`config.mk`:
```
export PLATFORM = sky130hd
export DESIGN_NAME = logic_healthcare_system_controller_flat
export DESIGN_NICKNAME = d
export VERILOG_FILES = /design/src/rtl/logic_healthcare_system_controller_pkg.sv /design/src/rtl/logic_healthcare_system_controller_if.sv /design/src/rtl/logic_healthcare_system_controller_encoder.sv /design/src/rtl/logic_healthcare_system_controller.sv /design/src/flat_wrapper.sv
export SDC_FILE = /design/constraint.sdc
export NUM_CORES = 1
export LEC_CHECK = 0
export CORE_MARGIN = 2
export CORE_UTILIZATION = 30
export DETAILED_ROUTE_END_ITERATION = 16
export SYNTH_ARGS = -nofsm -noshare
export SYNTH_HDL_FRONTEND = slang
export SYNTH_HIERARCHICAL = 1
export SYNTH_SLANG_ARGS = --single-unit
```
`constraint.sdc`:
```
create_clock -name clock -period 1.45 [get_ports clock]
set_input_delay 0.29 -clock clock [delete_from_list [all_inputs] [get_ports clock]]
set_output_delay 0.29 -clock clock [all_outputs]
set_load 0.005 [all_outputs]
```
`src/rtl/logic_healthcare_system_controller_pkg.sv`:
```
// Shared types for the patient-monitoring alarm controller.
//   warn_e     : 3-bit warning code, ordered by ascending severity so that
//                numeric comparison equals severity comparison.
//   NERV_*     : encodings of the 2-bit nervous-system severity input.
package healthcare_pkg;

    typedef enum logic [2:0] {
        NORMAL           = 3'd0,
        TEMPERATURE      = 3'd1,
        BLOOD            = 3'd2,
        PRESSURE         = 3'd3,
        NERVOUS_MILD     = 3'd4,
        NERVOUS_SEVERE   = 3'd5,
        NERVOUS_CRITICAL = 3'd6,
        FALL             = 3'd7
    } warn_e;

    localparam logic [1:0] NERV_NONE     = 2'b00;
    localparam logic [1:0] NERV_MILD     = 2'b01;
    localparam logic [1:0] NERV_SEVERE   = 2'b10;
    localparam logic [1:0] NERV_CRITICAL = 2'b11;

endpackage

```
`src/rtl/logic_healthcare_system_controller_if.sv`:
```
// Sensor-flag / warning bundle between the sensor front-ends and the
// alarm controller.
//   master : sensor side, drives the abnormality flags, reads the warning.
//   slave  : controller side, reads the flags, drives the warning.
interface logic_healthcare_system_controller_if;

    logic       presureAbnormality;
    logic       bloodAbnormality;
    logic       fallDetected;
    logic       temperatureAbnormality;
    logic [1:0] nervousAbnormality;
    logic [2:0] abnormalityWarning;

    modport master (
        output presureAbnormality,
        output bloodAbnormality,
        output fallDetected,
        output temperatureAbnormality,
        output nervousAbnormality,
        input  abnormalityWarning
    );

    modport slave (
        input  presureAbnormality,
        input  bloodAbnormality,
        input  fallDetected,
        input  temperatureAbnormality,
        input  nervousAbnormality,
        output abnormalityWarning
    );

endinterface

```
`src/rtl/logic_healthcare_system_controller_encoder.sv`:
```
// Purely combinational priority encoder: abnormality flags -> requested
// warning level (highest active severity wins, NORMAL when none active).
//   fall, pressure, blood, temperature : 1-bit flags
//   nervous                            : 2-bit severity
//   reqLevel                           : requested warning level
module abnormality_priority_encoder
    import healthcare_pkg::*;
(
    input  logic       fall,
    input  logic       pressure,
    input  logic       blood,
    input  logic       temperature,
    input  logic [1:0] nervous,
    output warn_e      reqLevel
);

    always_comb begin
        reqLevel = NORMAL;
        if (fall)                          reqLevel = FALL;
        else if (nervous == NERV_CRITICAL) reqLevel = NERVOUS_CRITICAL;
        else if (nervous == NERV_SEVERE)   reqLevel = NERVOUS_SEVERE;
        else if (nervous == NERV_MILD)     reqLevel = NERVOUS_MILD;
        else if (pressure)                 reqLevel = PRESSURE;
        else if (blood)                    reqLevel = BLOOD;
        else if (temperature)              reqLevel = TEMPERATURE;
    end

endmodule

```
`src/rtl/logic_healthcare_system_controller.sv`:
```
// Patient-monitoring alarm controller. Escalates to a higher requested
// warning on the next edge; de-escalates only after a lower request has
// persisted for HOLD_CYCLES consecutive edges, then jumps straight to the
// request sampled at the expiring edge.
//   clock  : rising-edge system clock
//   resetN : asynchronous active-low reset
//   bus    : flags in, registered warning code out (Moore output)
module logic_healthcare_system_controller
    import healthcare_pkg::*;
#(
    parameter int unsigned HOLD_CYCLES = 4   // 1..255
) (
    input  logic clock,
    input  logic resetN,
    logic_healthcare_system_controller_if.slave bus
);

    localparam logic [7:0] HOLD_LAST = 8'(HOLD_CYCLES - 1);

    warn_e      reqLevel;
    warn_e      state, stateNext;
    logic [7:0] holdCnt, holdCntNext;

    abnormality_priority_encoder encoder (
        .fall        (bus.fallDetected),
        .pressure    (bus.presureAbnormality),
        .blood       (bus.bloodAbnormality),
        .temperature (bus.temperatureAbnormality),
        .nervous     (bus.nervousAbnormality),
        .reqLevel    (reqLevel)
    );

    always_ff @(posedge clock or negedge resetN) begin
        if (!resetN) begin
            state   <= NORMAL;
            holdCnt <= 8'd0;
        end else begin
            state   <= stateNext;
            holdCnt <= holdCntNext;
        end
    end

    // Counter only advances while a lower request persists; any edge with
    // req >= state (or the expiring edge itself) clears it.
    always_comb begin
        stateNext   = state;
        holdCntNext = 8'd0;
        if (reqLevel > state) begin
            stateNext = reqLevel;
        end else if (reqLevel < state) begin
            if (holdCnt == HOLD_LAST) stateNext   = reqLevel;
            else                      holdCntNext = holdCnt + 8'd1;
        end
    end

    assign bus.abnormalityWarning = state;

endmodule

```
`src/flat_wrapper.sv`:
```
// flat-port wrapper written by rule: the top's interface ports become plain ports
module logic_healthcare_system_controller_flat import healthcare_pkg::*;
#(
    parameter int unsigned HOLD_CYCLES = 4            
)
  (clock, resetN, bus_presureAbnormality, bus_bloodAbnormality, bus_fallDetected, bus_temperatureAbnormality, bus_nervousAbnormality, bus_abnormalityWarning);
  logic_healthcare_system_controller_if bus_i ();
  input  logic clock;
  input  logic resetN;
  input wire logic [$bits(bus_i.presureAbnormality)-1:0] bus_presureAbnormality;
  input wire logic [$bits(bus_i.bloodAbnormality)-1:0] bus_bloodAbnormality;
  input wire logic [$bits(bus_i.fallDetected)-1:0] bus_fallDetected;
  input wire logic [$bits(bus_i.temperatureAbnormality)-1:0] bus_temperatureAbnormality;
  input wire logic [$bits(bus_i.nervousAbnormality)-1:0] bus_nervousAbnormality;
  output wire logic [$bits(bus_i.abnormalityWarning)-1:0] bus_abnormalityWarning;
  assign bus_i.presureAbnormality = bus_presureAbnormality;
  assign bus_i.bloodAbnormality = bus_bloodAbnormality;
  assign bus_i.fallDetected = bus_fallDetected;
  assign bus_i.temperatureAbnormality = bus_temperatureAbnormality;
  assign bus_i.nervousAbnormality = bus_nervousAbnormality;
  assign bus_abnormalityWarning = bus_i.abnormalityWarning;
  logic_healthcare_system_controller #(.HOLD_CYCLES(HOLD_CYCLES)) u_core (.clock(clock), .resetN(resetN), .bus(bus_i));
endmodule
```
==> impl_metrics.env, run 1 <==
export IMPL_nNetsFinal=97
export IMPL_cts_sinks=11
export IMPL_ys_async_sr_fraction_pct=100.0
export IMPL_period_minus_slack_ns=1.670
export IMPL_clk_latency_ns=0.27
export IMPL_hold_viol=0
export IMPL_die_w_um=49.21
export IMPL_max_cap_violations=0
export IMPL_cts_htree_levels=1
export IMPL_synth_top_area_share_pct=44.90
export IMPL_num_vias=491
export IMPL_irDropWorstVdd_mv=0.7098
export IMPL_diodes=0
export IMPL_clk_pin_slew_ns=0.07
export IMPL_row_count=16
export IMPL_power_density_nw_per_um2=1634
export IMPL_worst_pin_slew_ns=0.5071
export IMPL_grt_start_max_net_pins=12
export IMPL_worstSetupPathType="primary input to flop"
export IMPL_max_slew_margin_rel_pct=66.09
export IMPL_critPathLaunch="bus_fallDetected"
export IMPL_antenna_found_initial=0
export IMPL_tns_ns=-0.7569
export IMPL_required_ns=1.61
export IMPL_syn_inst=61
export IMPL_area_growth_pct=45.92
export IMPL_worstPathMaxFanout=3
export IMPL_routed_via_density=4.423
export IMPL_grt_util_all_layers_pct=11.81
export IMPL_synthTopCellsByCount="dfrtp_1 (11), nor2_1 (11), inv_1 (5)"
export IMPL_start_util_pct=31.57
export IMPL_ios=11
export IMPL_yosysTopAreaCell="dfrtp_1"
export IMPL_port_buffers=10
export IMPL_drtIter0Drc=4
export IMPL_end_kind="flop"
export IMPL_drive_gt1_share_pct=39.29
export IMPL_postCtsHoldBufs=0
export IMPL_syn_nets=73
export IMPL_final_cells=111
export IMPL_hold_path_class="primary input to asynchronous set/reset pin"
export IMPL_cts_root_buf="clkbuf_4"
export IMPL_place_inst=104
export IMPL_drtPass1Iterations=4
export IMPL_avgSynthCellArea_um2=10.05
export IMPL_leakage_nw=0.4233
export IMPL_grt_pass1_vias=492
export IMPL_synth_distinct_cells=20
export IMPL_numCtsBuffers=3
export IMPL_ys_warn_count=6
export IMPL_fin_area_um2=894.6
export IMPL_r2r_start="u_core/bus.abnormalityWarning[1]$_DFFE_PN0P_"
export IMPL_yosysSeqAreaShare_pct=44.90
export IMPL_synthTopCellsByArea="dfrtp_1 (45%), ha_1 (8.2%), nor2_1 (6.7%)"
export IMPL_place_area_um2=813.3
export IMPL_die_h_um=49.21
export IMPL_dp_hpwl_um=888.6
export IMPL_cts_tree="done"
export IMPL_fin_skew_ns=0.008097
export IMPL_drt_antenna_violating_nets=0
export IMPL_violations="setup timing"
export IMPL_route_detailed_drc=0
export IMPL_die_area_um2=2421
export IMPL_syn_area_um2=613.1
export IMPL_gp_congestion=0.7453
export IMPL_total_power_mw=1.462
export IMPL_rsz0062_at_grt="yes"
export IMPL_max_clock_path_buffers=2
export IMPL_grt_pass1_wl_mm=2.166
export IMPL_wl_per_cell_um=11.43
export IMPL_crit_path_start_kind="primary input"
export IMPL_max_freq_mhz=598.9
export IMPL_arrival_ns=1.83
export IMPL_core_area_um2=1942
export IMPL_final_setup_viol_count=10
export IMPL_post_route_period_util_pct=115.2
export IMPL_synth_main_ff_cell="dfrtp_1"
export IMPL_rrSetupSlack_ns=-0.13
export IMPL_grt_overflow_total=0
export IMPL_whs_ns=0.3554
export IMPL_fin_ws_ns=-0.2198
export IMPL_synth_edf_count=0
export IMPL_drv_slew=0
export IMPL_status="complete, but fails checks"
export IMPL_wl_mm=1.269
export IMPL_synth_seq_cells=11
## path summary, 6_finish.rpt
check / to / cells past startpoint
setup / recovery: u_core/bus.abnormalityWarning[1]$_DFFE_PN0P_ / 6
hold / removal: u_core/holdCnt[7]$_DFF_PN0_ / 1
setup reg to reg: u_core/bus.abnormalityWarning[1]$_DFFE_PN0P_ / 5
hold reg to reg: u_core/holdCnt[0]$_DFF_PN0_ / 1
max in group asynchronous: u_core/holdCnt[5]$_DFF_PN0_ / 1
min in group clock: u_core/bus.abnormalityWarning[2]$_DFFE_PN0P_ / 3
## layout by cell type (no fill, tap or decap), types with 2 or more instances in the layout
cell and n:
nor2_1 11, dfrtp_1 11, buf_4 9, inv_1 4, xor2_1 4, clkbuf_4 3
buf_6 3, buf_2 3, dlygate4sd2_1 3, nand2_1 3, mux2_4 3, a21oi_2 2
nand3_1 2, nand3_2 2, and3_1 2, xnor2_1 2, ha_4 2, ha_1 2
## logic make-up (layout without fill, tap and decap cells)
| logic type | after synthesis | in the layout | share of synthesized area, % |
|---|---|---|---|
| AO/OA/AOI/OAI | 7 | 7 | 9.592 |
| XOR/XNOR | 6 | 6 | 8.571 |
| adder cells (fa/ha/maj) | 4 | 4 | 8.164 |
| buffers and inverters | 5 | 28 | 3.062 |
| flip-flops | 11 | 11 | 44.90 |
| multiplexers | 3 | 3 | 5.510 |
| AND/OR/NAND/NOR | 25 | 25 | 20.21 |
## flip-flops by register name, summed over array words and instances, names as in the netlist
signal and cells:
u_core/bus.abnormalityWarning 3, u_core/holdCnt 8
## metrics by stage
| step | setup WS, ns | utilization, % |
|---|---|---|
| finish | -0.2198 | 46.07 |
| global route | -0.2351 | 46.07 |
| CTS | -0.1796 | 45.36 |
| detailed placement | -0.8815 | 41.88 |
| global placement | -0.8546 | 41.88 |
| floorplan | -0.3303 | - |
## worst max-delay path: stages
cell and delay, ns:
buf_6 0.09, or3_4 0.39, ha_4 0.29, nand3b_1 0.16
a31oi_4 0.28, mux2_4 0.32
## what timing repair did
action,in CTS,in global routing
endpoints found under the setup margin,13,10
buffers inserted,1,2
gates resized for setup,38,4
pin swaps,9,6
## report_power, final
part	total [mW]	switching [mW]	internal (mW)
clock	0.207	0.101	0.106
combinational	0.832	0.392	0.440
sequential	0.423	0.0454	0.377
## layer usage
metal,routed length (um),GRT usage [%]
met5,0,0
met4,0,1.429
met3,46,4.601
met2,604,18.92
met1,618,15.41
## cell type report
type / count / area (um2)
clock buffer: 4 / 26.28
fill: 190 / 1047
inverter: 5 / 18.77
multi-input combinational: 45 / 387.9
sequential: 11 / 275.3
tap: 27 / 33.78
timing repair buffer: 19 / 152.6
Power figures use the tool's default switching activity.
==> run 2, diff against run 1 <==
- CTS_CLUSTER_DIAMETER: default -> 40
==> results of run 2 <==
No change in the layout: final DEF, timing and power equal those of run 1.
